<file path="src/rtl/fpro_mailbox_core.sv">
// FPro MMIO slot core with two mailboxes: TX (CPU writes, fabric stream out)
// and RX (fabric stream in, CPU reads/pops). Both share one FIFO primitive.

module fpro_mailbox_fifo #(
    parameter int DEPTH_LOG2 = 4,
    parameter int W          = 32
) (
    input  logic                  clk,
    input  logic                  reset,
    input  logic                  push_i,
    input  logic                  pop_i,
    input  logic                  flush_i,
    input  logic [W-1:0]          din_i,
    output logic [W-1:0]          head_o,
    output logic [DEPTH_LOG2:0]   count_o,
    output logic                  full_o,
    output logic                  empty_o
);
    localparam int DEPTH = 1 << DEPTH_LOG2;
    localparam int CW    = DEPTH_LOG2 + 1;

    logic [W-1:0]            mem_q [DEPTH];
    logic [DEPTH_LOG2-1:0]   wp_q, wp_d, rp_q, rp_d;
    logic [CW-1:0]           cnt_q, cnt_d;
    logic                    do_push, do_pop;

    assign full_o  = (cnt_q == CW'(DEPTH));
    assign empty_o = (cnt_q == '0);
    assign count_o = cnt_q;
    assign head_o  = mem_q[rp_q];

    // Flush wins over anything else aimed at this FIFO in the same cycle.
    assign do_push = push_i & ~full_o & ~flush_i;
    assign do_pop  = pop_i & ~empty_o & ~flush_i;

    always_comb begin
        wp_d  = wp_q;
        rp_d  = rp_q;
        cnt_d = cnt_q + CW'(do_push) - CW'(do_pop);
        if (do_push) wp_d = wp_q + 1'b1;
        if (do_pop)  rp_d = rp_q + 1'b1;
        if (flush_i) begin
            wp_d  = '0;
            rp_d  = '0;
            cnt_d = '0;
        end
    end

    always_ff @(posedge clk or posedge reset) begin
        if (reset) begin
            wp_q  <= '0;
            rp_q  <= '0;
            cnt_q <= '0;
        end else begin
            wp_q  <= wp_d;
            rp_q  <= rp_d;
            cnt_q <= cnt_d;
        end
    end

    always_ff @(posedge clk) begin
        if (do_push) mem_q[wp_q] <= din_i;
    end
endmodule

module fpro_mailbox_core #(
    parameter int DEPTH_LOG2 = 4,
    parameter int W          = 32
) (
    input  logic          clk,
    input  logic          reset,
    input  logic          cs,
    input  logic          read,
    input  logic          write,
    input  logic [4:0]    addr,
    input  logic [31:0]   wr_data,
    output logic [31:0]   rd_data,
    output logic [W-1:0]  out_data,
    output logic          out_valid,
    input  logic          out_ready,
    input  logic [W-1:0]  in_data,
    input  logic          in_valid,
    output logic          in_ready
);
    localparam logic [4:0] A_STATUS  = 5'd0;
    localparam logic [4:0] A_RX_DATA = 5'd1;
    localparam logic [4:0] A_TX_DATA = 5'd2;
    localparam logic [4:0] A_RX_POP  = 5'd3;
    localparam logic [4:0] A_CTRL    = 5'd4;

    logic [W-1:0]        tx_head, rx_head;
    logic [DEPTH_LOG2:0] tx_cnt, rx_cnt;
    logic                tx_full, tx_empty, rx_full, rx_empty;
    logic                wr_tx, wr_pop, wr_ctrl;
    logic                tx_flush, rx_flush, drop_clr, drop_ev;
    logic                tx_drop_q, tx_drop_d;
    logic [4:0]          tx_cnt5, rx_cnt5;

    assign wr_tx   = cs & write & (addr == A_TX_DATA);
    assign wr_pop  = cs & write & (addr == A_RX_POP);
    assign wr_ctrl = cs & write & (addr == A_CTRL);

    assign tx_flush = wr_ctrl & wr_data[0];
    assign rx_flush = wr_ctrl & wr_data[1];
    assign drop_clr = wr_ctrl & wr_data[2];

    // Full is judged on the registered count, so a same-cycle out pop
    // does not rescue a push into a full TX FIFO.
    assign drop_ev   = wr_tx & tx_full & ~tx_flush;
    assign tx_drop_d = drop_ev | (tx_drop_q & ~drop_clr);

    always_ff @(posedge clk or posedge reset) begin
        if (reset) tx_drop_q <= 1'b0;
        else       tx_drop_q <= tx_drop_d;
    end

    fpro_mailbox_fifo #(.DEPTH_LOG2(DEPTH_LOG2), .W(W)) u_tx (
        .clk     (clk),
        .reset   (reset),
        .push_i  (wr_tx),
        .pop_i   (out_valid & out_ready),
        .flush_i (tx_flush),
        .din_i   (wr_data[W-1:0]),
        .head_o  (tx_head),
        .count_o (tx_cnt),
        .full_o  (tx_full),
        .empty_o (tx_empty)
    );

    fpro_mailbox_fifo #(.DEPTH_LOG2(DEPTH_LOG2), .W(W)) u_rx (
        .clk     (clk),
        .reset   (reset),
        .push_i  (in_valid & in_ready),
        .pop_i   (wr_pop),
        .flush_i (rx_flush),
        .din_i   (in_data),
        .head_o  (rx_head),
        .count_o (rx_cnt),
        .full_o  (rx_full),
        .empty_o (rx_empty)
    );

    assign out_valid = ~tx_empty;
    assign out_data  = tx_empty ? '0 : tx_head;
    assign in_ready  = ~rx_full;

    assign tx_cnt5 = 5'(tx_cnt);
    assign rx_cnt5 = 5'(rx_cnt);

    always_comb begin
        rd_data = '0;
        if (cs & read) begin
            case (addr)
                A_STATUS:  rd_data = {7'b0, tx_drop_q, 3'b0, rx_cnt5, 3'b0, tx_cnt5,
                                      4'b0, rx_empty, rx_full, tx_empty, tx_full};
                A_RX_DATA: rd_data = rx_empty ? 32'h0 : 32'(rx_head);
                default:   rd_data = '0;
            endcase
        end
    end
endmodule
</file>
<file path="config.mk">
export PLATFORM = sky130hd
export DESIGN_NAME = fpro_mailbox_core
export DESIGN_NICKNAME = d
export VERILOG_FILES = /design/src/rtl/fpro_mailbox_core.sv
export SDC_FILE = /design/constraint.sdc
export NUM_CORES = 1
export LEC_CHECK = 0
export ABC_AREA = 1
export BUFFER_PORTS_ARGS = -buffer_cell sky130_fd_sc_hd__buf_4
export CAP_MARGIN = 20
export CORE_MARGIN = 5
export CORE_UTILIZATION = 35
export DETAILED_ROUTE_END_ITERATION = 10
export GPL_TIMING_DRIVEN = 0
export SLEW_MARGIN = 0
export SYNTH_ARGS = -nofsm -noshare
export SYNTH_HDL_FRONTEND = slang
export SYNTH_HIERARCHICAL = 1
export SYNTH_SLANG_ARGS = --single-unit
</file>
<file path="constraint.sdc">
create_clock -name clk -period 4.9 [get_ports clk]
set_input_delay 0.245 -clock clk [delete_from_list [all_inputs] [get_ports clk]]
set_output_delay 0.245 -clock clk [all_outputs]
set_load 0.05 [all_outputs]
</file>
== Yosys cells after proc, flatten, opt, wreduce, memory -nomap -nowiden ==
Memories as Yosys holds them, arrays and structs flattened.
Index checks and enable logic that the tools add are counted.

* ROM bits: 0
* Input port bits: 76
* Memories: 2
* Bits in latches: 0
* Flip-flop bits (word level): 27
* Memory bits (writable): 1,024
* Output and inout port bits: 66

{| class="wikitable"
|+ Memories
! name !! depth !! width !! read ports !! clocked after memory_dff !! write ports !! RTL line !! text
|-
| u_rx.mem_q || 16 || 32 || 1 || 0 || 1 || 22 || <nowiki>logic [W-1:0] mem_q [DEPTH];</nowiki>
|-
| u_tx.mem_q || 16 || 32 || 1 || 0 || 1 || 22 ||
|}

* Order comparisons: 0
* Equality and inequality tests: 6
* Divide/modulo/power cells: 0
* Add/sub/neg operators: 8
* Shifts and indexed selects: 0
* Reductions and logical operators: 7
* Multipliers: 0
* Bitwise logic cells: 29
* Multiplexer cells: 18

{| class="wikitable"
|+ Operators with widths
! kind !! count
|-
| 32-bit 2-to-1 mux || 3
|-
| 32-bit one-hot mux with 2 select lines || 1
|-
| 4-bit 2-to-1 mux || 8
|-
| 1-bit AND || 21
|-
| 4-bit by 1-bit adder with 4-bit output, second input constant || 4
|-
| 5-bit logical NOT || 3
|-
| 5-bit by 1-bit adder with 5-bit output || 2
|-
| 5-bit by 2-bit == test with 1-bit output, second input constant || 2
|-
| 5-bit == test, second input constant || 2
|-
| 5-bit 2-to-1 mux || 2
|-
| 5-bit by 1-bit subtractor with 5-bit output || 2
|-
| 2-bit nonzero test || 4
|-
| 1-bit inverter || 7
|-
| 5-bit by 1-bit == test with 1-bit output, second input constant || 1
|-
| 5-bit by 3-bit == test with 1-bit output, second input constant || 1
|-
| 1-bit 2-to-1 mux || 4
|-
| 1-bit OR || 1
|}

== Logic depth before layout (Yosys ltp) ==
* Word-level depth: 8
* Mapped depth: 20

== By module ==
Netlist, hierarchy kept.

{| class="wikitable"
|+ Modules (own cells, without submodules)
! module !! seq. area each (um2) !! times used !! area an instance (um2) !! cells an instance
|-
| fpro_mailbox_fifo at u_tx || 15,700.1 || 1 || 23,112.2 || 2,203
|-
| fpro_mailbox_fifo at u_rx || 15,700.1 || 1 || 23,068.4 || 2,203
|-
| fpro_mailbox_core || 25.0 || 1 || 1,049.8 || 209
|}

== Least setup slack after synthesis ==
OpenSTA, ideal clock, no wires.

* Path type: reg2reg
* From: register u_rx.cnt_q[2], in the netlist u_rx/count_o[2]
* To: memory u_rx.mem_q[0][0] (enable)
* Arrival: 2,662 ps
* Period minus slack after synthesis: 3,083 ps
* Setup time: 421 ps
* Stages on the path, launching flop included: 10
* Slack: 1,817 ps
* Required time: 4,479 ps
* Cells stage by stage: dfrtp_1 > inv_1 > ha_1 > nand4_1 > inv_1 > nor2_1 > nand2_1 > nor2_1 > nand2_1 > nor2_1

* Word-level cells in the longest chain between the ends: 7

{| class="wikitable"
|+ RTL lines
! element !! RTL line !! text
|-
| start: declaration || 24 || <nowiki>logic [CW-1:0] cnt_q, cnt_d;</nowiki>
|-
| start signal: assignment || 57 || <nowiki>cnt_q <= cnt_d;</nowiki>
|-
| 5-bit == test (*) || 27 || <nowiki>assign full_o = (cnt_q == CW'(DEPTH));</nowiki>
|-
| net rx_full || 93 || <nowiki>logic tx_full, tx_empty, rx_full, rx_empty;</nowiki>
|-
| 1-bit inverter (*) || 33, 145 ||
|-
| 1-bit AND || 133 || <nowiki>.push_i (in_valid & in_ready),</nowiki>
|-
| 1-bit AND (*) (2 in a row) || 33 || <nowiki>assign do_push = push_i & ~full_o & ~flush_i;</nowiki>
|-
| 1-bit 2-to-1 mux (*) || 62 || <nowiki>if (do_push) mem_q[wp_q] <= din_i;</nowiki>
|-
| 1-bit 2-to-1 mux (not written as such) (*) || 62 ||
|-
| end: declaration || 22 ||
|}

Mark *: on every way through the listed nets, which the timed path passes. The rest lies on a longest branch.

== Worst setup path in the final report ==
* From: register u_rx.rp_q[3]
* To: output rd_data[1]

* Word-level cells in the longest chain between the ends: 4

{| class="wikitable"
|+ RTL lines
! element !! RTL line !! text
|-
| start: declaration || 23 || <nowiki>logic [DEPTH_LOG2-1:0] wp_q, wp_d, rp_q, rp_d;</nowiki>
|-
| start signal: assignment || 56 || <nowiki>rp_q <= rp_d;</nowiki>
|-
| memory read 16 x 32 bit || - ||
|-
| net rx_head[1] || 91 || <nowiki>logic [W-1:0] tx_head, rx_head;</nowiki>
|-
| 32-bit 2-to-1 mux || 156 || <nowiki>A_RX_DATA: rd_data = rx_empty ? 32'h0 : 32'(rx_head);</nowiki>
|-
| 32-bit one-hot mux with 2 select lines || 153 || <nowiki>case (addr)</nowiki>
|-
| 32-bit 2-to-1 mux || 152 || <nowiki>if (cs & read) begin</nowiki>
|-
| end: declaration || 77 || <nowiki>output logic [31:0] rd_data,</nowiki>
|}

The timed path passes the listed nets, and every way through them passes these cells.

==> results.yml <==
finish:
  seq_area_um2: 31400
  n_fill_cell: 12600
  synthToLayoutAreaGrowth_pct: 18.0
  final_cell_area_um2: 55700
  final_nets: 5073
  drive_gt1_frac: 0.107
  multi_input_area_um2: 10900
global_route:
  grt_pass1_vias: 32600
  grt_usage: 0.205
  grt_first_pass_wirelength_mm: 214
  grt_max_degree: 24
  grt_overflow: 0
  grt_antenna_before_repair: 6
placement:
  place_ws_ns: 1.22
  placed_area_um2: 51600
  dp_hpwl_mm: 96.1
  io_buffer_count: 141
  gp_congestion: 0.870
run:
  cap_violations: 0
clock_network:
  clkLatencyLatePin_ns: 0.74
  cts-buffers-inserted: 110
  root_buffer: "clkbuf_16"
  cts-resized-gates: 0
  cts_tree: "yes"
  cts_hold_buf: 69
  h-tree-depth: 3
  cts_buffer_depth: 3
  postCtsSetupRepairBufs: 0
  cts.clk_slew.worst_paths_ns: 0.06
  clock_sinks: 1051
sta:
  setup-tns-final_ns: 0
  finalHoldViolCount: 0
  fmax_mhz: 232
  fin_crit_ns: 4.31
  worstMarginPinSlew_ns: 1.14
  fin_crit_sh: 0.880
  setup_violations: 0
  slew_viol_final: 0
  skew_ns: 0.0550
  rsz0062_at_grt: "no"
  slew-limit-headroom: 0.238
  holdWs_ns: 0.0991
  setup_slack_ns: 0.589
floorplanning:
  core_um2: 134000
  fp.dieH_um: 377
  ios: 142
  num_rows: 134
  dieArea_um2: 142000
  die_x_um: 377
  initial_utilization: 0.353
yosys:
  syn_area_per_cell_um2: 10.2
  post-synth-top-area-cell: "edfxtp_1"
  synth.top_cell.area_share: 0.651
  synthCells: 4615
  yosysWarnings: 6
  synth_fp_nets: 4715
  synth.cell_area_um2: 47200
  yosysUniqueCellTypes: 30
  synth-seq-area-share: 0.665
  synth_seq_cells: 1051
  synth_area_leaders: "edfxtp_1 65%, nand3_1 9.9%, nand2_1 8.2%"
pwr:
  powerDensity_nw_per_um2: 499
  finalPower_mw: 27.8
  leakagePower_nw: 23.7
  peakVddDrop_v: 0.000337
critical_path:
  required_ns: 4.66
  critPathKind: "reg -> out"
  crit_chain: "buf_2 > clkinv_1 > clkbuf_1 > nand3_1 > nand2_1 > inv_1 > nor2_1 > nand3_1 > a21oi_1 > buf_4"
  critPathLaunchType: "flip-flop"
  cpMostUsedCell: "nand3_1"
  worstPathMaxFanout: 10
  cp.arrival_ns: 4.07
  cpPeakStageDelay_ns: 0.83
  cpMaxStageDelayCell: "a21oi_1"
  critPathCaptureType: "output pin"
drt:
  routed_wl_mm: 148
  drt-vias-per-instance: 4.96
  vias: 33900
  drtIter0Drc: 3916
  dr.pass1.iters: 6
  wl_per_cell_um: 21.6
  ant_nets: 0
  drc: 0
status:
  outcome: "finished clean"
worst_hold_path:
  min_path_type: "in -> reg"
==> power breakdown <==
group / leakage (nW) / internal, mW / switching, mW
registers: 9.55 / 10.4 / 0.156
clock network: 1.68 / 4.59 / 3.49
logic: 12.5 / 2.55 / 6.63
total: 23.7 / 17.5 / 10.3
==> synth_stat cells <==
cell type	n
nor2_2	2
nand4_1	22
fa_1	2
nor2_1	112
xor2_1	8
inv_2	6
edfxtp_1	1024
dfrtp_1	27
ha_1	22
o21ai_0	7
nor3b_1	7
nand2_2	1
buf_2	117
nor3_4	1
or2_1	108
nand2_1	1033
nor3b_2	10
clkbuf_1	47
o21ai_1	1
inv_1	1010
nand3_1	931
buf_6	23
nor3_1	3
a21oi_1	20
clkinv_1	2
nor2_4	1
buf_4	32
and3_1	1
buf_1	15
or2_0	20
==> area by class of cell <==
| class | instances | area share |
|---|---|---|
| flip-flops and latches | 1051 | 0.564 |
| multi-input cells | 2312 | 0.196 |
| inverters | 1018 | 0.0686 |
| clock buffers | 143 | 0.0520 |
| repair buffers | 246 | 0.0460 |
| well taps | 1768 | 0.0397 |
| plain buffers | 234 | 0.0237 |
| clock inverters | 57 | 0.00999 |
| diodes | 5 | 0.000225 |
==> critical path: cells and delay by family (launching register included) <==
kind,cells,cell delay (ns)
AND/OR/NAND/NOR,4,0.44
AO/OA/AOI/OAI,1,0.83
buffers and inverters,5,1.68
flip-flops,1,0.36
==> metrics by stage <==
step                cells  utilization
CTS                  6829        0.416
global route         6830        0.416
global placement     6524        0.377
floorplan            4615            -
finish               6834        0.416
detailed placement   6560        0.385
==> cell families after synthesis <==
| group | Yosys count | share of synthesized area |
|---|---|---|
| AOI/OAI and AO/OA | 28 | 0.00297 |
| and+or+nand+nor | 2252 | 0.215 |
| DFF | 1051 | 0.665 |
| adders and majority gates | 24 | 0.00668 |
| xor gates and xnor gates | 8 | 0.00148 |
| buffers and inverters | 1252 | 0.109 |
==> cells in the final DEF (no fill, tap or decap), drive strengths merged, types with 8 or more instances in the layout <==
cell type | synthesis | final
a21oi | 20 | 20
buf | 187 | 364
bufinv | 0 | 8
clkbuf | 47 | 190
clkinv | 2 | 47
dfrtp | 27 | 27
dlygate4sd3 | 0 | 69
edfxtp | 1024 | 1024
ha | 22 | 22
inv | 1016 | 1020
nand2 | 1034 | 1034
nand3 | 931 | 931
nand4 | 22 | 22
nor2 | 115 | 115
nor3b | 17 | 17
o21ai | 8 | 8
or2 | 128 | 128
xor2 | 8 | 8
==> registers in the layout, summed over array words and instances, names as in the netlist <==
register      count
u_tx/count_o      5
u_rx/mem_q      512
u_tx/wp_q         4
u_tx/rp_q         4
u_rx/count_o      5
tx_drop_q         1
u_tx/mem_q      512
u_rx/wp_q         4
u_rx/rp_q         4
==> final timing paths <==
path | from | end | slack (ns) | cells past startpoint
worst max-delay path | u_rx/rp_q[3]$_DFFE_PP0P_ | rd_data[1] | 0.59 | 10
worst min-delay path | in_valid | u_rx/wp_q[3]$_DFFE_PP0P_ | 0.1 | 6
worst max register to register | u_tx/count_o[3]$_DFF_PP0_ | u_tx/count_o[4]$_DFF_PP0_ | 1.32 | 20
worst min register to register | u_rx/rp_q[1]$_DFFE_PP0P_ | u_rx/rp_q[1]$_DFFE_PP0P_ | 0.66 | 3
max in group asynchronous | reset | tx_drop_q$_DFF_PP0_ | 4.26 | 4
min in group asynchronous | reset | u_tx/count_o[3]$_DFF_PP0_ | 0.16 | 3
==> metal layers <==
metal  vias to the layer above  global-route usage  part of all wire
met1                     16300               0.281              0.41
met4                         2              0.0828             0.039
met3                       313              0.0414              0.10
li1                      15600                   -                 -
met2                      1728               0.320              0.44
met5                         -                   0          0.000088
No activity file was read; power rests on OpenSTA's default activity.
